### src/rtl/cube_led_tx.sv
// cube_led_tx: snapshots the blue/white/red sticker planes and shifts the
// 72-bit stream out to an external LED shift-register chain. After the
// stream is sent, it pulses a latch so the chain displays the new frame.
// Stream order: sticker 23 first, and within a sticker red, white, blue.
// sdat is the MSB of the shift register, so it only changes when the
// register shifts at the end of a bit.
module cube_led_tx #(
  parameter int DIV = 4
) (
  input  logic        clk,
  input  logic        rst,
  input  logic [23:0] blue,
  input  logic [23:0] white,
  input  logic [23:0] red,
  input  logic        start,
  output logic        busy,
  output logic        done,
  output logic        sclk,
  output logic        sdat,
  output logic        latch
);

  typedef enum logic [1:0] {IDLE, SHIFT, LATCH, DONE} state_t;

  localparam logic [7:0] DIV_LAST = 8'(DIV - 1);
  localparam logic [6:0] BIT_LAST = 7'd71;

  state_t      state_q, state_d;
  logic [7:0]  div_q, div_d;
  logic [6:0]  bit_q, bit_d;
  logic [71:0] shreg_q, shreg_d;
  logic        busy_d, done_d, sclk_d, latch_d;
  logic [71:0] snapshot;

  // Interleave the three planes into the transmit order, sticker 23 at the top
  always_comb begin
    snapshot = '0;
    for (int s = 0; s < 24; s++) begin
      snapshot[3*s+2] = red[s];
      snapshot[3*s+1] = white[s];
      snapshot[3*s]   = blue[s];
    end
  end

  // Next-state, counter and next-output logic; outputs are registered below
  always_comb begin
    state_d = state_q;
    div_d   = div_q;
    bit_d   = bit_q;
    shreg_d = shreg_q;
    busy_d  = busy;
    done_d  = 1'b0;
    sclk_d  = sclk;
    latch_d = latch;
    case (state_q)
      IDLE, DONE: begin
        state_d = IDLE;
        busy_d  = 1'b0;
        sclk_d  = 1'b0;
        latch_d = 1'b0;
        div_d   = '0;
        bit_d   = '0;
        shreg_d = '0;
        if (start) begin
          state_d = SHIFT;
          shreg_d = snapshot;
          busy_d  = 1'b1;
        end
      end
      SHIFT: begin
        if (div_q == DIV_LAST) begin
          div_d = '0;
          if (!sclk) begin
            sclk_d = 1'b1;
          end else begin
            sclk_d  = 1'b0;
            shreg_d = {shreg_q[70:0], 1'b0};
            if (bit_q == BIT_LAST) begin
              state_d = LATCH;
              latch_d = 1'b1;
              bit_d   = '0;
            end else begin
              bit_d = bit_q + 7'd1;
            end
          end
        end else begin
          div_d = div_q + 8'd1;
        end
      end
      LATCH: begin
        if (div_q == DIV_LAST) begin
          div_d   = '0;
          state_d = DONE;
          latch_d = 1'b0;
          busy_d  = 1'b0;
          done_d  = 1'b1;
        end else begin
          div_d = div_q + 8'd1;
        end
      end
      default: begin
        state_d = IDLE;
      end
    endcase
  end

  // State, counters, shift register and output registers
  always_ff @(posedge clk) begin
    if (rst) begin
      state_q <= IDLE;
      div_q   <= '0;
      bit_q   <= '0;
      shreg_q <= '0;
      busy    <= 1'b0;
      done    <= 1'b0;
      sclk    <= 1'b0;
      latch   <= 1'b0;
    end else begin
      state_q <= state_d;
      div_q   <= div_d;
      bit_q   <= bit_d;
      shreg_q <= shreg_d;
      busy    <= busy_d;
      done    <= done_d;
      sclk    <= sclk_d;
      latch   <= latch_d;
    end
  end

  // The register runs empty by the end of the frame, so sdat is 0 in LATCH and IDLE
  assign sdat = shreg_q[71];

endmodule

### config.mk
export PLATFORM = sky130hd
export DESIGN_NAME = cube_led_tx
export DESIGN_NICKNAME = d
export VERILOG_FILES = /design/src/rtl/cube_led_tx.sv
export SDC_FILE = /design/constraint.sdc
export NUM_CORES = 1
export LEC_CHECK = 0
export ABC_CLOCK_PERIOD_IN_PS = 3400
export CAP_MARGIN = 15
export CORE_AREA = 3 3 93 95
export DETAILED_ROUTE_END_ITERATION = 12
export DIE_AREA = 0 0 96 98
export MAX_ROUTING_LAYER = met4
export PLACE_DENSITY = 0.81
export SKIP_LAST_GASP = 1
export SLEW_MARGIN = 25
export SYNTH_ARGS = -nofsm -noshare
export SYNTH_HDL_FRONTEND = slang
export SYNTH_SLANG_ARGS = --single-unit
### constraint.sdc
create_clock -name clk -period 3.4 [get_ports clk]
set_clock_uncertainty 0.2 [all_clocks]
set_input_delay 0.68 -clock clk [delete_from_list [all_inputs] [get_ports clk]]
set_output_delay 0.68 -clock clk [all_outputs]
set_load 0.01 [all_outputs]
* Word level (Yosys, flattened, before mapping)
Index checks and enable logic that the tools add are counted.
Cells by class: add/subtract/negate cells 2, equality and inequality tests 9, muxes and demuxes 27, bitwise operators 1, reductions and logical operators 10
Operators by type and width (number):
- $mux W72 | 3
- $pmux W72 S2 | 1
- $mux W7 | 3
- $pmux W8 S2 | 1
- $pmux W7 S2 | 1
- $mux W1 | 9
- $add A8 B1 Y8 const B | 1
- $eq A8 B2 Y1 const B | 1
- $mux W2 | 4
- $mux W8 | 1
- $ne A2 B2 Y1 const B | 4
- $add A7 B1 Y7 const B | 1
- $eq A7 B7 Y1 const B | 1
- $pmux W2 S3 | 1
- $reduce_or A2 Y1 | 3
- $eq A2 B2 Y1 const B | 2
- $pmux W1 S2 | 2
- $reduce_and A2 Y1 | 2
- $reduce_and A4 Y1 | 1
- $reduce_bool A2 Y1 | 2
- $pmux W1 S3 | 1
- $reduce_and A3 Y1 | 1
- $eq A2 B1 Y1 const B | 1
- $logic_not A2 Y1 | 1
- $not A1 Y1 | 1
Word-level totals: flip-flop bits (word level) 93, input port bits 75, output and inout port bits 5, logic and storage cells 57

* Depth between registers and ports, before layout
Gate-level depths: netlist of the first run.
depth in word-level cells 5, mapped depth 9, mapped depth without buffers 6

* Least setup slack after synthesis of the first run
No wires, ideal clock.
kind flip-flop to flip-flop, start point reg div_q[0], end point reg state_q[1], setup time 0.121 ns, data arrival time 2.087 ns, slack 0.992 ns, cell stages (with the launch flop) 6, buffers on the path 0, clock period less this slack 2.408 ns, cells stage by stage dfxtp_1 ha_1 or4bb_1 or4_1 a21o_1 mux2_4
On the way: word-level cells in the longest chain between the ends 3, elaborated cells between the ends (all ways) 4
RTL lines:
- start, declared | RTL line 29 | logic [7:0] div_q, div_d;
- start signal, assigned | RTL line 120 | div_q <= div_d;
- $eq A8 B2 Y1 (*) | RTL line 71, 91
- $ne A2 B2 Y1 (no source line)
- $reduce_and A4 Y1 (no source line) (*)
- end signal, assigned | RTL line 119 | state_q <= state_d;
- end, declared | RTL line 28 | state_t state_q, state_d;
Every way passes the cells marked *; elsewhere a longest branch is shown, timed or not. A chain may end at the register's enable or synchronous reset.

* Worst setup path in the final report of the first run
start point reg state_q[0], end point reg shreg_q[19]
On the way: word-level cells in the longest chain between the ends 4, elaborated cells between the ends (all ways) 9
RTL lines:
- $eq A2 B2 Y1 or $logic_not A2 Y1 (tied branches) | RTL line 55 | case (state_q)
- $reduce_or A2 Y1 | RTL line 55
- $reduce_bool A2 Y1 (no source line)
- $reduce_and A3 Y1 (no source line)
- end signal, assigned | RTL line 122 | shreg_q <= shreg_d;
- end, declared | RTL line 31 | logic [71:0] shreg_q, shreg_d;
Parallel ways exist; a longest one is shown, timed or not.

==> out/qor.txt, run 1 <==
CTS tree: yes
Total GRT Usage: 20.7%
TritonCTS Buffers: 9
crit-path max cell delay: 0.63 ns
IO Port Bufs: 79
clock buffer depth: 2
Overflow after GRT: 0
most common cell in the netlist: dfxtp_1
CTS resizes: 0
number of global-route vias before repair: 3232
number of remaining DRC errors: 0
initial core utilization: 50.2%
worst skew pair latency: 0.36 ns
postcts setup bufs: 0
Vias: 3616
post-synth top area share: 47.5%
CP cell instances: inv_1, ha_1, or2_2, o31a_2, buf_4, a221oi_1, nor3_1
Lkg Pwr: 0.00184 µW
CP Data Required Time: 3.47 ns
Hold WC Path Type: reg2reg
number of inserted diodes: 0
register area share after synthesis: 47.5%
I/O pins: 80
hpwl dp: 6.24 mm
synth cell count leaders: dfxtp_1 (93), nor2_1 (83), nor3_1 (75), a221oi_1 (71), clkbuf_1 (40)
Area Overhead vs Synth: 27.2%
Final Hold Vio Count: 0
initial antenna violation count: 0
setup_tns: 0 ns
core area: 7810 µm²
final-report max-slew violation count: 0
Critical Path AT: 2.85 ns
Worst Setup Path Type: reg2reg
Worst Max-Slew Pin Slew: 0.808 ns
post-synthesis cell area: 3920 µm²
placed cells: 594
# setup viols final: 0
status: finished, final reports clean
Worst Setup End Kind: flip-flop
Critical Path Start Type: flip-flop
# fillers: 659
metal2 WL: 4.75 mm
min cycle time layout: 2.78 ns
Routed met3 length: 558 µm
GPL Wtd Cong: 0.843
Yosys reg bits: 93
Post-synth EDFFs: 0
Tot Pwr: 4600 µW
remaining antenna violation count: 0
flop2flop setup slack: 0.62 ns
Max-slew headroom: 46.1%
gate count of the mapped netlist: 450
H-tree depth: 3
die area: 9410 µm²
Max Clk Rate: 360 MHz
Synth area leaders: dfxtp_1 (47%), a221oi_1 (16%), nor3_1 (9.6%)
Setup crit start: state_q[0]$_SDFFE_PP0P_
final std cells w/o fill: 610
Distinct cells, synth: 36
asr flop ratio synth: 0%
Min-Delay Path Depth: 2
Hold Path Sink: latch$_SDFFE_PP0P_
Tcrit/Tclk final: 81.7%
crit path max fanout: 39
Reg2Reg Depth: 7
layout cells sized above 1: 6.10%
row cnt: 32
hold buffer count at cts: 0
Primary FF master, synth: dfxtp_1
die height: 98 µm
Net Count, Synth: 531
WL per Instance: 15.6 µm
final worst hold slack: 0.260 ns
initial drt markers: 290
DIE WIDTH: 96 µm
Via density: 5.93
unrepaired setup endpoints after global routing: false
CP top delay family: compound AO/OA/AOI/OAI gates
CP Buf/Inv Count: 2
top sig layer: met4
Avg Synthesized Cell Area: 8.72 µm²
wl on met1: 4.19 mm
final layout net count: 584
hold_sp: latch$_SDFFE_PP0P_
yosys warns: 0
VDD IR max: 0.588 mV
clock-pin slew on the worst setup and hold paths: 0.09 ns
root buf cell: clkbuf_8
PD cells: 922 nW/µm²
WL final: 9.52 mm
first-pass GRT wire length: 15.3 mm
DR pass1 iterations: 4
max-cap violation count: 0
largest net degree at the start of global routing: 83
slowest stage cell, crit path: o31a_2
CTS Sinks: 93
reg-to-reg startpoint: state_q[0]$_SDFFE_PP0P_
largest area contributor in the netlist: dfxtp_1
R2R Path End: shreg_q[19]$_SDFFE_PP0P_
[report_power, final]
part           internal [µW]  leakage (µW)  switching [µW]
sequential              1490      0.000765             212
combinational            830      0.000967            1250
clock                    455      0.000110             367
[layout by cell type (no fill, tap or decap), types with 3 or more instances in the layout]
| cell type | n |
|---|---|
| nor2_1 | 83 |
| nor3_1 | 75 |
| buf_4 | 5 |
| nand3_1 | 6 |
| a221oi_1 | 71 |
| xnor2_1 | 4 |
| a32o_1 | 3 |
| clkbuf_8 | 11 |
| clkdlybuf4s50_1 | 78 |
| a21oi_1 | 6 |
| ha_1 | 5 |
| dfxtp_1 | 93 |
| nor3b_1 | 4 |
| nand2_1 | 12 |
| and3_1 | 5 |
| inv_1 | 4 |
| o21ai_0 | 8 |
[registers in the layout (all words and copies together), names as in the netlist]
name     count
shreg_q     72
div_q        8
bit_q        7
state_q      2
busy         1
done         1
latch        1
sclk         1
[per-layer routing]
| layer | GRT usage, % | up-vias |
|---|---|---|
| met3 | 5.01 | 2 |
| met5 | - | - |
| met2 | 31.4 | 100 |
| li1 | - | 1792 |
| met1 | 28.0 | 1722 |
| met4 | 4.38 | 0 |
[logic make-up (layout without fill, tap and decap cells)]
kind of cell / after synthesis / count (layout) / share of synthesized area [%]
compound gates: 98 / 98 / 20.4
xor+xnor: 6 / 6 / 1.34
fa+ha+maj: 6 / 6 / 1.91
buf+inv: 48 / 106 / 4.72
flops: 93 / 93 / 47.5
mux: 2 / 2 / 0.670
simple gates: 197 / 197 / 23.5
[layout make-up]
| type | instances | area, µm² | area share [%] |
|---|---|---|---|
| flip-flops and latches | 93 | 1860 | 37.3 |
| well taps | 102 | 128 | 2.56 |
| inverters | 4 | 15.0 | 0.301 |
| repair buffers | 86 | 863 | 17.3 |
| clock inverters | 3 | 67.6 | 1.35 |
| multi-input cells | 309 | 1900 | 38.0 |
| clock buffers | 13 | 159 | 3.18 |
[tightest hold or removal path, cell delays in order, from the launching register on]
cell,delay (ns)
dfxtp_1,0.31
inv_1,0.05
a21oi_1,0.05
[how the worst max path moves through the flow]
| stage | end | cells past startpoint | slack (ns) |
|---|---|---|---|
| after detailed placement | shreg_q[6]$_SDFFE_PP0P_ | 6 | 0.65 |
| after CTS | shreg_q[19]$_SDFFE_PP0P_ | 7 | 0.63 |
| final | shreg_q[19]$_SDFFE_PP0P_ | 7 | 0.62 |
| after global routing | shreg_q[29]$_SDFFE_PP0P_ | 7 | 0.43 |
| after floorplan | state_q[1]$_SDFFE_PP0P_ | 5 | 0.99 |
| after global placement | shreg_q[37]$_SDFFE_PP0P_ | 6 | 0.74 |
[stage by stage]
stage	setup WS (ns)	area [µm²]	util, %
2_1_floorplan	0.992	3920	-
3_3_place_gp	0.736	4760	61.0
3_5_place_dp	0.651	4760	61.0
4_1_cts	0.631	4990	63.9
5_1_grt	0.431	4990	63.9
6_report	0.624	4990	63.9
Note: power is estimated with default switching activity, not from simulation.
==> inputs of run 2 (changes only) <==
--- a/config.mk
+++ b/config.mk
@@ -5,13 +5,13 @@
 export SDC_FILE = /design/constraint.sdc
 export NUM_CORES = 1
 export LEC_CHECK = 0
-export ABC_CLOCK_PERIOD_IN_PS = 3400
+export ABC_CLOCK_PERIOD_IN_PS = 2500
 export CAP_MARGIN = 15
-export CORE_AREA = 3 3 93 95
+export CORE_AREA = 3 3 97 99
 export DETAILED_ROUTE_END_ITERATION = 12
-export DIE_AREA = 0 0 96 98
+export DIE_AREA = 0 0 100 102
 export MAX_ROUTING_LAYER = met4
-export PLACE_DENSITY = 0.81
+export PLACE_DENSITY = 0.78
 export SKIP_LAST_GASP = 1
 export SLEW_MARGIN = 25
 export SYNTH_ARGS = -nofsm -noshare
==> constraint.sdc (replaced) <==
create_clock -name clk -period 2.5 [get_ports clk]
set_clock_uncertainty 0.2 [all_clocks]
set_input_delay 0.5 -clock clk [delete_from_list [all_inputs] [get_ports clk]]
set_output_delay 0.5 -clock clk [all_outputs]
set_load 0.01 [all_outputs]
==> run 2 against run 1 <==
Effect of this change: sequential share of layout area decreased by 0.88 points; worst hold slack got worse by 0.035 ns; total power increased by 40%; clock-buffer cell count decreased by 3; critical path depth decreased by 2; critical path type unchanged; worst setup slack got worse by 0.55 ns; sequential cell count unchanged.
==> out/qor.txt, run 2 (synthesis gave the netlist of run 1 again) <==
status: finished, final reports clean
WL per Instance: 15.2 µm
largest net degree at the start of global routing: 56
largest registers: shreg_q (72), div_q (8), bit_q (7)
Largest register FFs: 72
min cycle time layout: 2.43 ns
PD cells: 1260 nW/µm²
hpwl dp: 6.12 mm
CTS tree: yes
Via density: 5.86
TritonCTS Buffers: 9
Routed met3 length: 495 µm
Max-slew headroom: 67.0%
number of remaining DRC errors: 0
worst skew pair latency: 0.35 ns
final-report max-slew violation count: 0
Lkg Pwr: 0.00190 µW
Worst Max-Slew Pin Slew: 0.494 ns
Area Overhead vs Synth: 30.4%
hold buffer count at cts: 0
Total GRT Usage: 18.8%
Worst Setup End Kind: flip-flop
Tcrit/Tclk final: 97.2%
Critical Path Start Type: flip-flop
# setup viols final: 0
Max Clk Rate: 411 MHz
number of global-route vias before repair: 3412
final layout net count: 594
first-pass GRT wire length: 15.5 mm
top sig layer: met4
row cnt: 34
die area: 10200 µm²
most frequent cells in the layout: dfxtp_1 (92), nor2_1 (83), clkdlybuf4s50_1 (78)
DIE WIDTH: 100 µm
final worst slack: 0.0695 ns
number of inserted diodes: 0
VDD IR max: 0.623 mV
unrepaired setup endpoints after global routing: false
crit path max fanout: 3
IO Port Bufs: 79
initial core utilization: 45.4%
Setup Slack @ Placement: 0.0694 ns
Reg2Reg Depth: 5
Vias: 3661
clock-pin slew on the worst setup and hold paths: 0.09 ns
Min-Delay Path Depth: 1
metal2 WL: 4.61 mm
Worst Setup Path Type: reg2reg
Overflow after GRT: 0
H-tree depth: 3
CP Data Required Time: 2.54 ns
initial antenna violation count: 0
CTS Sinks: 93
Final Hold Vio Count: 0
Biggest register: shreg_q
Hold WC Path Type: reg2reg
DR pass1 iterations: 5
remaining antenna violation count: 0
wl on met1: 4.26 mm
initial drt markers: 221
core area: 8640 µm²
layout cells sized above 1: 8.70%
GPL Wtd Cong: 0.843
I/O pins: 80
WL final: 9.49 mm
die height: 102 µm
clock buffer depth: 2
Critical Path AT: 2.47 ns
root buf cell: clkbuf_8
commonest non-fill, non-tap cell in the layout: dfxtp_1
setup_tns: 0 ns
max-cap violation count: 0
[run 2: cell count changes in the layout (fill, tap and decap cells not counted), sizes merged]
cell	change
buf	+10
clkbuf	-3
clkinvlp	+1
inv	+1
[run 2: report_power, final]
part | switching (µW) | leakage [µW] | internal (µW)
Clock | 516 | 0.000105 | 589
Combinational | 1730 | 0.00103 | 1280
Sequential | 287 | 0.000765 | 2030
[run 2: path summary, 6_finish.rpt]
| check | slack (ns) | start | endpoint |
|---|---|---|---|
| setup / recovery | 0.07 | div_q[0]$_SDFF_PP0_ | state_q[1]$_SDFFE_PP0P_ |
| hold / removal | 0.22 | div_q[0]$_SDFF_PP0_ | div_q[0]$_SDFF_PP0_ |
| setup reg to reg | 0.07 | div_q[0]$_SDFF_PP0_ | state_q[1]$_SDFFE_PP0P_ |
| hold reg to reg | 0.22 | div_q[0]$_SDFF_PP0_ | div_q[0]$_SDFF_PP0_ |
[run 2: critical path: stages, from the launching register on]
cell and delay (ns):
dfxtp_2 0.35, ha_1 0.16, or4bb_4 0.55, or4_4 0.53, a21o_1 0.23, mux2_4 0.30
[run 2: layer usage]
layer	vias to the layer above	GRT usage, %
li1	1806	-
met1	1754	24.0
met2	90	30.7
met3	11	3.55
met4	0	5.28
met5	-	-
[run 2: what timing repair did]
action,in CTS,in global routing
setup buffers,0,0
gates resized for setup,0,3
setup endpoints to repair,0,17
[run 2: cell type report]
cell class              count  area (µm²)
inverters                   4        15.0
fillers                   755        3520
multi-input cells         309        1900
clock inverters             5        83.8
repair buffers             96         976
clock buffers              10         138
flip-flops and latches     93        1860
well taps                 108         135
[run 2: metrics by stage]
| step | cells | hold slack (ns) | util, % | total power [µW] | instance area [µm²] |
|---|---|---|---|---|---|
| 4_1_cts | 625 | 0.266 | 59.1 | 6450 | 5100 |
| 2_1_floorplan | 450 | 0.218 | - | 4490 | 3920 |
| 3_5_place_dp | 610 | 0.242 | 56.5 | 5320 | 4880 |
| 3_3_place_gp | 610 | 0.234 | 56.5 | 5220 | 4880 |
| 6_report | 625 | 0.225 | 59.2 | 6430 | 5110 |
| 5_1_grt | 625 | 0.241 | 59.2 | 6960 | 5110 |
==> inputs of run 3 (changes only) <==
--- a/config.mk
+++ b/config.mk
@@ -7,9 +7,10 @@
 export LEC_CHECK = 0
 export ABC_CLOCK_PERIOD_IN_PS = 2500
 export CAP_MARGIN = 15
-export CORE_AREA = 3 3 97 99
+export CORE_AREA = 3 3 93 103
 export DETAILED_ROUTE_END_ITERATION = 12
-export DIE_AREA = 0 0 100 102
+export DIE_AREA = 0 0 96 106
+export GPL_ROUTABILITY_DRIVEN = 0
 export MAX_ROUTING_LAYER = met4
 export PLACE_DENSITY = 0.78
 export SKIP_LAST_GASP = 1
@@ -17,3 +18,4 @@
 export SYNTH_ARGS = -nofsm -noshare
 export SYNTH_HDL_FRONTEND = slang
 export SYNTH_SLANG_ARGS = --single-unit
+export TNS_END_PERCENT = 1
==> run 3 against run 2 <==
Effect of this change: combinational power increased by 2%; worst setup slack improved by 0.011 ns; die area down 0.24%; sequential cell count stayed put; routed wire length rose by 0.41%; register-to-register slack barely moved; global-route usage up 0.70 points; worst hold slack better by 0.026 ns.
==> out/qor.txt, run 3 (synthesis gave the netlist of run 1 again) <==
status: finished, final reports clean
I/O pins: 80
Biggest register: shreg_q
Total GRT Usage: 19.5%
unrepaired setup endpoints after global routing: true
Via density: 5.81
# setup viols final: 0
layout cells sized above 1: 8.49%
H-tree depth: 3
initial antenna violation count: 0
final std cells w/o fill: 629
die height: 106 µm
Max-slew headroom: 63.6%
Worst Setup End Kind: flip-flop
remaining antenna violation count: 0
first-pass GRT wire length: 15.7 mm
hold buffer count at cts: 0
min cycle time layout: 2.42 ns
CP Buf/Inv Count: 2
PD cells: 1270 nW/µm²
crit-path max cell delay: 0.49 ns
initial core utilization: 45.9%
worst skew pair latency: 0.35 ns
Overflow after GRT: 0
postcts setup bufs: 0
clock-pin slew on the worst setup and hold paths: 0.09 ns
Tot Pwr: 6480 µW
most frequent cells in the layout: dfxtp_1 (93), nor2_1 (83), clkdlybuf4s50_1 (78)
final worst slack: 0.0806 ns
Max Clk Rate: 413 MHz
CTS resizes: 0
VDD IR max: 0.553 mV
DIE WIDTH: 96 µm
core area: 8540 µm²
Setup Slack @ Placement: 0.0930 ns
die area: 10200 µm²
TritonCTS Buffers: 9
Area Overhead vs Synth: 30.4%
placed cells: 613
number of inserted diodes: 0
Lkg Pwr: 0.00191 µW
Worst Setup Path Type: reg2reg
Critical Path AT: 2.46 ns
Largest register FFs: 72
root buf cell: clkbuf_8
dpl cell area: 4890 µm²
fin area: 5120 µm²
DR pass1 iterations: 5
IO Port Bufs: 79
CP top delay family: compound AO/OA/AOI/OAI gates
CP Data Required Time: 2.54 ns
Tcrit/Tclk final: 96.8%
hpwl dp: 6.42 mm
Hold WC Path Type: reg2reg
CP cell instances: ha_1, or4bb_1, buf_4, o31a_2, buf_12, a221oi_1, nor3_1
max-cap violation count: 0
Worst Max-Slew Pin Slew: 0.541 ns
clock buffer depth: 2
row cnt: 35
CTS Sinks: 93
WL per Instance: 15.2 µm
number of global-route vias before repair: 3451
WL final: 9.53 mm
largest registers: shreg_q (72), div_q (8), bit_q (7)
Final Hold Vio Count: 0
slowest stage cell, crit path: or4bb_1
final layout net count: 594
final-report max-slew violation count: 0
setup_tns: 0 ns
largest net degree at the start of global routing: 76
crit path max fanout: 75
commonest non-fill, non-tap cell in the layout: dfxtp_1
number of remaining DRC errors: 0
initial drt markers: 269
Vias: 3657
CTS tree: yes
Critical Path Start Type: flip-flop
==> run 3: cell count changes in the layout (fill, tap and decap cells not counted), sizes merged <==
| cell | before | now |
|---|---|---|
| clkinv | 0 | 4 |
| clkbuf | 10 | 9 |
| clkinvlp | 2 | 0 |
==> run 3: path summary, 6_finish.rpt <==
| check | slack [ns] | start | cells after the start | endpoint |
|---|---|---|---|---|
| hold / removal | 0.25 | div_q[0]$_SDFF_PP0_ | 1 | div_q[0]$_SDFF_PP0_ |
| hold reg to reg | 0.25 | div_q[0]$_SDFF_PP0_ | 1 | div_q[0]$_SDFF_PP0_ |
| setup / recovery | 0.08 | div_q[0]$_SDFF_PP0_ | 7 | shreg_q[63]$_SDFFE_PP0P_ |
| setup reg to reg | 0.08 | div_q[0]$_SDFF_PP0_ | 7 | shreg_q[63]$_SDFFE_PP0P_ |
==> run 3: report_power, final <==
group,total [µW],internal [µW],switching [µW]
clock,1110,570,536
sequential,2310,2030,285
combinational,3060,1320,1750
==> run 3: cell type report <==
| class | count | area [µm²] |
|---|---|---|
| Clock buffer | 9 | 124 |
| Clock inverter | 7 | 98.8 |
| Fill cell | 734 | 3420 |
| Inverter | 4 | 15.0 |
| Multi-Input combinational cell | 309 | 1900 |
| Sequential cell | 93 | 1860 |
| Tap cell | 111 | 139 |
| Timing Repair Buffer | 96 | 976 |
==> run 3: worst reg2reg max path: cells and delay by family (launching register included) <==
kind	cells	cell delay (ns)
and+or+nand+nor	2	0.57
DFF	1	0.36
AOI/OAI and AO/OA	2	0.65
adders and majority gates	1	0.17
buffers and inverters	2	0.36
==> run 3: metal layers <==
layer / GRT usage, % / routed length (µm)
met5: - / 0
met4: 8.64 / 208
met3: 3.33 / 464
met2: 31.6 / 4830
met1: 23.6 / 4030
==> run 3: through the flow <==
stage                     utilization (%)  hold WS [ns]
after floorplan                         -         0.218
after global placement               57.2         0.234
after detailed placement             57.2         0.239
after CTS                            59.8         0.253
after global routing                 59.9         0.277
final                                59.9         0.250
